==> config.mk <==
export PLATFORM = sky130hd
export DESIGN_NAME = mem_access_unit
export DESIGN_NICKNAME = d
export VERILOG_FILES = /design/src/rtl/mem_access_unit_pkg.sv /design/src/rtl/load_aligner.sv /design/src/rtl/mem_access_unit.sv
export SDC_FILE = /design/constraint.sdc
export NUM_CORES = 1
export LEC_CHECK = 0
export BUFFER_PORTS_ARGS = -buffer_cell sky130_fd_sc_hd__buf_2
export CAP_MARGIN = 20
export CORE_UTILIZATION = 41
export DETAILED_ROUTE_END_ITERATION = 16
export GPL_ROUTABILITY_DRIVEN = 0
export PLACE_DENSITY = 0.73
export SYNTH_ARGS = -nofsm -noshare
export SYNTH_HDL_FRONTEND = slang
export SYNTH_SLANG_ARGS = --single-unit
export TNS_END_PERCENT = 30
==> constraint.sdc <==
create_clock -name clk -period 3.09 [get_ports clk]
set_clock_uncertainty 0.05 [all_clocks]
set_input_delay 0.4635 -clock clk [delete_from_list [all_inputs] [get_ports clk]]
set_output_delay 0.4635 -clock clk [all_outputs]
set_load 0.1 [all_outputs]
==> src/rtl/mem_access_unit_pkg.sv <==
// Shared encodings for the MEM-stage load/store engine: op codes, FSM states
// and small decode helpers used by the top and the load aligner.
package mem_access_unit_pkg;

    localparam logic [3:0] MEM_NOP = 4'b0000;
    localparam logic [3:0] MEM_SB  = 4'b0100;
    localparam logic [3:0] MEM_SH  = 4'b0101;
    localparam logic [3:0] MEM_SW  = 4'b0110;
    localparam logic [3:0] MEM_LB  = 4'b1000;
    localparam logic [3:0] MEM_LH  = 4'b1001;
    localparam logic [3:0] MEM_LW  = 4'b1010;
    localparam logic [3:0] MEM_LBU = 4'b1100;
    localparam logic [3:0] MEM_LHU = 4'b1101;

    localparam logic [1:0] MEM_IDLE = 2'd0;
    localparam logic [1:0] MEM_BUSY = 2'd1;
    localparam logic [1:0] MEM_DONE = 2'd2;

    typedef enum logic [1:0] {
        SZ_NONE,
        SZ_BYTE,
        SZ_HALF,
        SZ_WORD
    } mem_size_e;

    // Unrecognised codes decode to SZ_NONE and therefore behave as NOP.
    function automatic mem_size_e op_size(input logic [3:0] op);
        mem_size_e sz;
        case (op)
            MEM_SB, MEM_LB, MEM_LBU: sz = SZ_BYTE;
            MEM_SH, MEM_LH, MEM_LHU: sz = SZ_HALF;
            MEM_SW, MEM_LW:          sz = SZ_WORD;
            MEM_NOP:                 sz = SZ_NONE;
            default:                 sz = SZ_NONE;
        endcase
        return sz;
    endfunction

    function automatic logic op_is_store(input logic [3:0] op);
        return (op == MEM_SB) || (op == MEM_SH) || (op == MEM_SW);
    endfunction

    function automatic logic op_is_load(input logic [3:0] op);
        return (op == MEM_LB) || (op == MEM_LH) || (op == MEM_LW) ||
               (op == MEM_LBU) || (op == MEM_LHU);
    endfunction

endpackage

==> src/rtl/load_aligner.sv <==
// Selects the addressed byte/halfword from a read word and sign- or
// zero-extends it according to the load op; LW passes through.
module load_aligner
    import mem_access_unit_pkg::*;
(
    input  logic [31:0] rdata,
    input  logic [1:0]  offset,
    input  logic [3:0]  op,
    output logic [31:0] data_out
);

    logic [7:0]  byte_sel;
    logic [15:0] half_sel;

    always_comb begin
        byte_sel = rdata[{offset, 3'b000} +: 8];
        half_sel = offset[1] ? rdata[31:16] : rdata[15:0];
        case (op)
            MEM_LB:  data_out = {{24{byte_sel[7]}}, byte_sel};
            MEM_LBU: data_out = {24'h000000, byte_sel};
            MEM_LH:  data_out = {{16{half_sel[15]}}, half_sel};
            MEM_LHU: data_out = {16'h0000, half_sel};
            default: data_out = rdata;
        endcase
    end

endmodule

==> src/rtl/mem_access_unit.sv <==
// MEM-stage load/store engine: one req/ack transaction per op with a
// multi-cycle data memory, stalling the pipeline until the access completes.
//
// state     | meaning
// MEM_IDLE  | waiting for a valid aligned op; stall raised combinationally
// MEM_BUSY  | mem_req held, outputs frozen until mem_ack
// MEM_DONE  | one-cycle done_out, pipeline released, inputs ignored
module mem_access_unit
    import mem_access_unit_pkg::*;
#(
    parameter int ADDR_WIDTH = 32,
    parameter int DATA_WIDTH = 32
) (
    input  logic                    clk,
    input  logic                    rst,
    input  logic [ADDR_WIDTH-1:0]   alu_result_mem_in,
    input  logic [DATA_WIDTH-1:0]   read_data2_mem_in,
    input  logic [3:0]              read_write_mem_in,
    output logic                    mem_req,
    output logic                    mem_we,
    output logic [ADDR_WIDTH-1:0]   mem_addr,
    output logic [3:0]              mem_be,
    output logic [DATA_WIDTH-1:0]   mem_wdata,
    input  logic [DATA_WIDTH-1:0]   mem_rdata,
    input  logic                    mem_ack,
    output logic [DATA_WIDTH-1:0]   load_data_out,
    output logic                    stall_out,
    output logic                    done_out,
    output logic                    misaligned_out
);

    logic [1:0]            state_q, state_d;
    logic                  req_q, req_d;
    logic                  we_q, we_d;
    logic [3:0]            be_q, be_d;
    logic [ADDR_WIDTH-1:0] addr_q, addr_d;
    logic [DATA_WIDTH-1:0] wdata_q, wdata_d;
    logic [3:0]            op_q, op_d;
    logic [1:0]            off_q, off_d;
    logic [DATA_WIDTH-1:0] load_q, load_d;

    mem_size_e             size_in;
    logic                  misaligned;
    logic                  start;
    logic [3:0]            be_fmt;
    logic [DATA_WIDTH-1:0] wdata_fmt;
    logic [DATA_WIDTH-1:0] load_fmt;

    load_aligner u_load_aligner (
        .rdata    (mem_rdata),
        .offset   (off_q),
        .op       (op_q),
        .data_out (load_fmt)
    );

    always_comb begin
        size_in    = op_size(read_write_mem_in);
        misaligned = ((size_in == SZ_HALF) && alu_result_mem_in[0]) ||
                     ((size_in == SZ_WORD) && (alu_result_mem_in[1:0] != 2'b00));
        start      = (state_q == MEM_IDLE) && (size_in != SZ_NONE) && !misaligned;

        be_fmt    = 4'b0000;
        wdata_fmt = '0;
        case (size_in)
            SZ_BYTE: begin
                be_fmt    = 4'b0001 << alu_result_mem_in[1:0];
                wdata_fmt = {4{read_data2_mem_in[7:0]}};
            end
            SZ_HALF: begin
                be_fmt    = 4'b0011 << {alu_result_mem_in[1], 1'b0};
                wdata_fmt = {2{read_data2_mem_in[15:0]}};
            end
            SZ_WORD: begin
                be_fmt    = 4'b1111;
                wdata_fmt = read_data2_mem_in;
            end
            default: begin
                be_fmt    = 4'b0000;
                wdata_fmt = '0;
            end
        endcase
    end

    always_comb begin
        state_d = state_q;
        req_d   = req_q;
        we_d    = we_q;
        be_d    = be_q;
        addr_d  = addr_q;
        wdata_d = wdata_q;
        op_d    = op_q;
        off_d   = off_q;
        load_d  = load_q;
        case (state_q)
            MEM_IDLE: begin
                if (start) begin
                    state_d = MEM_BUSY;
                    req_d   = 1'b1;
                    we_d    = op_is_store(read_write_mem_in);
                    be_d    = be_fmt;
                    addr_d  = {alu_result_mem_in[ADDR_WIDTH-1:2], 2'b00};
                    wdata_d = wdata_fmt;
                    op_d    = read_write_mem_in;
                    off_d   = alu_result_mem_in[1:0];
                end
            end
            MEM_BUSY: begin
                if (mem_ack) begin
                    state_d = MEM_DONE;
                    req_d   = 1'b0;
                    we_d    = 1'b0;
                    be_d    = 4'b0000;
                    if (op_is_load(op_q)) begin
                        load_d = load_fmt;
                    end
                end
            end
            MEM_DONE: state_d = MEM_IDLE;
            default:  state_d = MEM_IDLE;
        endcase
    end

    always_ff @(posedge clk or posedge rst) begin
        if (rst) begin
            state_q <= MEM_IDLE;
            req_q   <= 1'b0;
            we_q    <= 1'b0;
            be_q    <= 4'b0000;
            addr_q  <= '0;
            wdata_q <= '0;
            op_q    <= MEM_NOP;
            off_q   <= 2'b00;
            load_q  <= '0;
        end else begin
            state_q <= state_d;
            req_q   <= req_d;
            we_q    <= we_d;
            be_q    <= be_d;
            addr_q  <= addr_d;
            wdata_q <= wdata_d;
            op_q    <= op_d;
            off_q   <= off_d;
            load_q  <= load_d;
        end
    end

    assign mem_req        = req_q;
    assign mem_we         = we_q;
    assign mem_be         = be_q;
    assign mem_addr       = addr_q;
    assign mem_wdata      = wdata_q;
    assign load_data_out  = load_q;
    assign done_out       = (state_q == MEM_DONE);
    assign misaligned_out = (state_q == MEM_IDLE) && misaligned;
    // Gated by rst so an abandoned access releases the pipeline at once.
    assign stall_out      = !rst && (start || (state_q == MEM_BUSY));

endmodule

==> metrics.cfg, run 1 <==
[status]
status=completed

[global_route]
track_usage_pct=21.9
antenna_found_initial=0
grt_max_degree=57
grt_pass1_vias=4506
grt_overflow=0
grt_pass1_wl_um=22300

[setup_path]
crit_chain=buf_2 -> inv_1 -> ha_1 -> o22a_1 -> a31oi_1 -> nor2_1 -> nor3_4 -> o21a_1 -> buf_12
critPathMaxStageDelay_ps=310
path_depth=9
r2r_cells=7
r2r_start=state_q[1]
critPathArrivalTime_ps=2240
rr_endpoint=load_data_out[10]
crit_fanout=7
path_class=input pin to primary output
r2r_slack_ps=970
crit_family=compound AO/OA/AOI/OAI gates
cp-endpoint=stall_out
startpoint=read_write_mem_in[0]
cp-end-kind=primary output
crit_path_start_kind=input pin
cp_num_buf_inv=3
crit_slowest_cell=o22a_1
cp.required_ps=2580

[yosys]
yosys.area.top_type=dfrtp_1
netlist_instances=505
syn_area_um2=5210
synth_top_area_share_pct=51.9
synth_compound_area_share_pct=13.5
synth_ff_type=dfrtp_1
synth-xor-area-share_pct=0.168
ys_seq_area_share_pct=51.9
yosysMostFrequentCell=dfrtp_1
synth_area_leaders=dfrtp_1 (52%), mux2_2 (14%), a21oi_1 (4.5%)
avgSynthCellArea_um2=10.3
muxShareOfSynthArea_pct=16.8
synthArstFlopShare_pct=100
synth_top_family_by_area=multiplexers
yosysUniqueCellTypes=48
ys_warn_count=0
synth_edf_count=0
ys_seq_elements=108
synthAdderAreaFrac_pct=0.720
synth-simple-area-share_pct=11.9
yosys-top-cells-count=dfrtp_1 (108), mux2_2 (64), nand2_1 (56)

[sta]
min_period_ps=2750
hold_viol_final=0
setup_ws_ps=337
fmax_ghz=0.363
maxSlewHeadroom_pct=60.3
fin_crit_sh_pct=89.1
rsz0062_at_grt=no
whs_ps=104
tightest_slew_ps=591
setup_viol=0
slew_violations=0

[floorplanning]
rows=40
die-area_um2=13200
design.core.area_um2=12200
io_pins=208
chipWidth_um=115
chipHeight_um=115
start_util_pct=42.7

[hold_path]
worstHoldPathType=input pin to asynchronous set/reset pin

[place]
dp_slack_ps=338
port_buffers=205
detailed_place_hpwl_um=10300
dp_cells=859

[drt]
wl_per_cell_um=15.9
via_per_inst=5.24
drcViolationCount=0
num_vias=4589
final_antenna_net_count=0
drtPass1Iterations=7
drtIter0Drc=372
finalWirelength_um=13900

[clock_network]
clock_sink_count=108
cts_tree=built
postCtsHoldBufs=0
clkLatencyLatePin_ps=350
cts_root_buffer=clkbuf_16
htree_levels=3
clk_path_buf_depth=2
post-cts-setup-buffer-count=0
cts_inserted_buffers=9
cts_resized=0
path_clk_slew_ps=70

[job]
max_cap_viol_count=0

[layout]
diodes=0
area_growth_pct=29.7
fin_nets=808
fillers=1096
stdcell_count=875
multiInputGateArea_um2=2270
layout-drive-gt1-share_pct=43.7
seqCellArea_um2=2700

==> cell usage in the layout (no fill, tap or decap), types with 2 or more instances in the layout <==
cell type / netlist / routed
a21o_1: 3 / 3
a21oi_1: 47 / 47
a221oi_1: 6 / 6
a22oi_1: 2 / 2
a32oi_1: 6 / 6
buf_12: 0 / 4
buf_2: 4 / 203
buf_4: 6 / 13
clkbuf_16: 0 / 9
clkinvlp_4: 0 / 3
conb_1: 1 / 2
dfrtp_1: 108 / 108
ha_1: 3 / 3
inv_1: 20 / 19
inv_6: 0 / 2
mux2_1: 11 / 11
mux2_2: 64 / 64
nand2_1: 56 / 56
nand2b_1: 2 / 2
nand3_1: 9 / 9
nand3b_1: 3 / 3
nand4b_1: 2 / 2
nor2_1: 50 / 50
nor2b_1: 3 / 3
nor3_1: 7 / 6
o211ai_1: 2 / 2
o21ai_0: 33 / 33
o22a_1: 2 / 2
o22ai_1: 8 / 8
or3_1: 2 / 2
==> through the flow <==
stage	TNS [ps]	util (%)	instance area [um^2]
global placement	0	52.8	6450
detailed placement	0	52.8	6450
floorplan	-88.5	-	5220
CTS	0	55.3	6760
finish	0	55.3	6760
global route	0	55.3	6760
==> layer usage <==
metal | up-vias | part of all wire [%] | track usage (%)
met3 | 19 | 8.0 | 6.56
met5 | - | 0 | 0
met1 | 2209 | 41 | 27.0
li1 | 2167 | - | -
met2 | 194 | 49 | 36.8
met4 | 0 | 1.8 | 7.62
==> cells by family (layout without fill, tap and decap cells) <==
group                    count (synthesis)  in the layout
adder cells (fa/ha/maj)                  3              3
flip-flops                             108            108
buffers and inverters                   55            256
AND/OR/NAND/NOR                        142            142
multiplexers                            77             77
XOR/XNOR                                 1              1
other                                    1              2
AO/OA/AOI/OAI                          118            118
==> worst min-delay path by stage <==
| stage | from | end | cells after the start | slack (ps) |
|---|---|---|---|---|
| floorplan | op_q[1] | op_q[1] | 1 | 460 |
| global placement | load_data_out[7] | load_data_out[7] | 1 | 410 |
| detailed placement | load_data_out[2] | load_data_out[2] | 2 | 410 |
| CTS | rst | mem_wdata[22] | 2 | 110 |
| global route | rst | mem_wdata[22] | 2 | 130 |
| finish | rst | mem_wdata[22] | 2 | 100 |
==> flip-flops by register name, summed over array words and instances (netlist names) <==
| name | cells |
|---|---|
| load_data_out | 32 |
| mem_addr | 30 |
| mem_be | 4 |
| mem_req | 1 |
| mem_wdata | 32 |
| mem_we | 1 |
| off_q | 2 |
| op_q | 4 |
| state_q | 2 |
==> final cells by class <==
class,count,share of cell area (%)
clock buffer,9,3.33
inverter,20,1.17
multi-input combinational,343,33.5
sequential,108,40.0
tap,168,3.11
clock inverter,7,1.22
timing repair buffer,220,17.7
Power of run 1 is left out: the tool's default activity adds up to more than one toggle a clock period on the data nets, which glitch-free logic cannot reach.
==> run 2, diff against run 1 <==
--- a/config.mk
+++ b/config.mk
@@ -10,7 +10,8 @@
 export CORE_UTILIZATION = 41
 export DETAILED_ROUTE_END_ITERATION = 16
 export GPL_ROUTABILITY_DRIVEN = 0
-export PLACE_DENSITY = 0.73
+export GPL_TIMING_DRIVEN = 0
+export PLACE_DENSITY_LB_ADDON = 0.1
 export SYNTH_ARGS = -nofsm -noshare
 export SYNTH_HDL_FRONTEND = slang
 export SYNTH_SLANG_ARGS = --single-unit
==> run 2 against run 1 <==
First-iteration DRC count decreased by 25%. Fmax decreased by 6.8%. Global-route usage increased by 1.2 points. Critical path type unchanged.
==> metrics.cfg, run 2 (synthesized netlist as in run 1, its figures left out) <==
[status]
status=completed

[sta]
min_period_ps=2950  ; +201 ps
fin_crit_sh_pct=95.6  ; +6.5 points
setup_viol=0  ; unchanged
fmax_ghz=0.339  ; -6.8%
maxSlewHeadroom_pct=37.0  ; -23 points
hold_viol_final=0  ; unchanged
slew_violations=0  ; unchanged
tightest_slew_ps=939  ; +348 ps
whs_ps=134  ; +29.5 ps
rsz0062_at_grt=no

[clock_network]
clk_path_buf_depth=2  ; unchanged
htree_levels=3  ; unchanged
cts_root_buffer=clkbuf_16
path_clk_slew_ps=70  ; about the same
clkLatencyLatePin_ps=340  ; about the same
cts_inserted_buffers=9  ; unchanged
clock_sink_count=108  ; unchanged
cts_tree=built

[layout]
multiInputGateArea_um2=2280  ; +0.66%
area_growth_pct=31.7
fin_nets=829  ; +2.6%
layout_commonest_cell=buf_2
layout-drive-gt1-share_pct=42.4  ; -1.3 points
mostFrequentLayoutCells=buf_2 (205), dfrtp_1 (108), mux2_2 (64)
stdcell_area_um2=6860  ; +1.5%
diodes=0  ; unchanged
seqCellArea_um2=2700  ; unchanged
fillers=1172  ; +6.9%

[setup_path]
r2r_cells=7  ; unchanged
r2r_slack_ps=620  ; -350 ps
crit_path_start_kind=input pin
r2r_start=off_q[1]
rr_endpoint=load_data_out[17]
cp-end-kind=primary output
path_class=input pin to primary output
critPathArrivalTime_ps=2440  ; +200 ps
crit_fanout=10  ; +3
cp.required_ps=2580  ; about the same

[drt]
drtIter0Drc=279  ; -25%
final_antenna_net_count=0  ; unchanged
via_per_inst=5.26  ; +0.36%
num_vias=4716  ; +2.8%
drtPass1Iterations=5  ; -2
wl_per_cell_um=16.4  ; +3.1%
finalWirelength_um=14700  ; +5.6%
drcViolationCount=0  ; unchanged

[hold_path]
worstHoldPathType=input pin to asynchronous set/reset pin

[global_route]
antenna_found_initial=0  ; unchanged
track_usage_pct=23.1  ; +1.2 points
grt_max_degree=36  ; -37%
grt_pass1_vias=4592  ; +1.9%
grt_overflow=0  ; unchanged
grt_pass1_wl_um=23300  ; +4.4%

[floorplanning]
io_pins=208  ; unchanged
design.core.area_um2=12200  ; unchanged
die-area_um2=13200  ; unchanged
start_util_pct=42.7  ; unchanged
rows=40  ; unchanged
chipHeight_um=115  ; unchanged
chipWidth_um=115  ; unchanged

[place]
placed_area_um2=6510  ; +0.89%
port_buffers=203  ; -0.98%
detailed_place_hpwl_um=11200  ; +8.1%

[job]
max_cap_viol_count=0  ; unchanged

==> run 2: layout make-up <==
class / count / share of cell area (%)
inverter: 20 / 1.15
sequential: 108 / 39.4
clock inverter: 6 / 1.04
tap: 168 / 3.06
multi-input combinational: 343 / 33.2
buffer: 34 / 2.63
timing repair buffer: 207 / 16.0
clock buffer: 10 / 3.48
==> run 2: repair_timing <==
| action | in CTS | in global routing |
|---|---|---|
| hold buffers | 0 | 0 |
| cloned | 0 | 0 |
| hold endpoints to repair | 0 | 0 |
| resized for setup | 5 | 3 |
| endpoints found under the setup margin | 1 | 1 |
| buffers inserted | 1 | 0 |
| pin swaps | 1 | 0 |
==> run 2: how the worst max path moves through the flow <==
stage          depth (start not counted)        end            startpoint
3_3_place_gp                          12  stall_out  read_write_mem_in[0]
5_1_grt                               11  stall_out  read_write_mem_in[0]
2_1_floorplan                         10  stall_out  read_write_mem_in[0]
6_report                              11  stall_out  read_write_mem_in[0]
3_5_place_dp                          12  stall_out  read_write_mem_in[0]
4_1_cts                               12  stall_out  read_write_mem_in[0]
==> run 2: through the flow <==
stage               instances  setup TNS [ps]  setup WS, ps  util, %
finish                    896               0           136     56.2
global route              896               0          2.77     56.2
CTS                       897               0          73.1     56.1
detailed placement        880            -268          -268     53.3
global placement          877            -223          -223     52.8
floorplan                 506           -88.5         -77.7        -
==> run 2: metal layers <==
metal | vias up | wire length [um] | track usage (%)
li1 | 2196 | - | -
met1 | 2250 | 6240 | 30.9
met2 | 245 | 6910 | 36.0
met3 | 25 | 1180 | 5.61
met4 | 0 | 389 | 9.87
met5 | - | 0 | 0
==> run 2: critical path: stages <==
cell and delay (ps):
buf_2 120, inv_1 60, ha_1 370, a21o_1 190, o221a_4 260, nor2_2 80, nor3_4 240, buf_6 130
buf_4 160, o21a_1 180, buf_12 180
Power of run 2 is left out for the same reason.
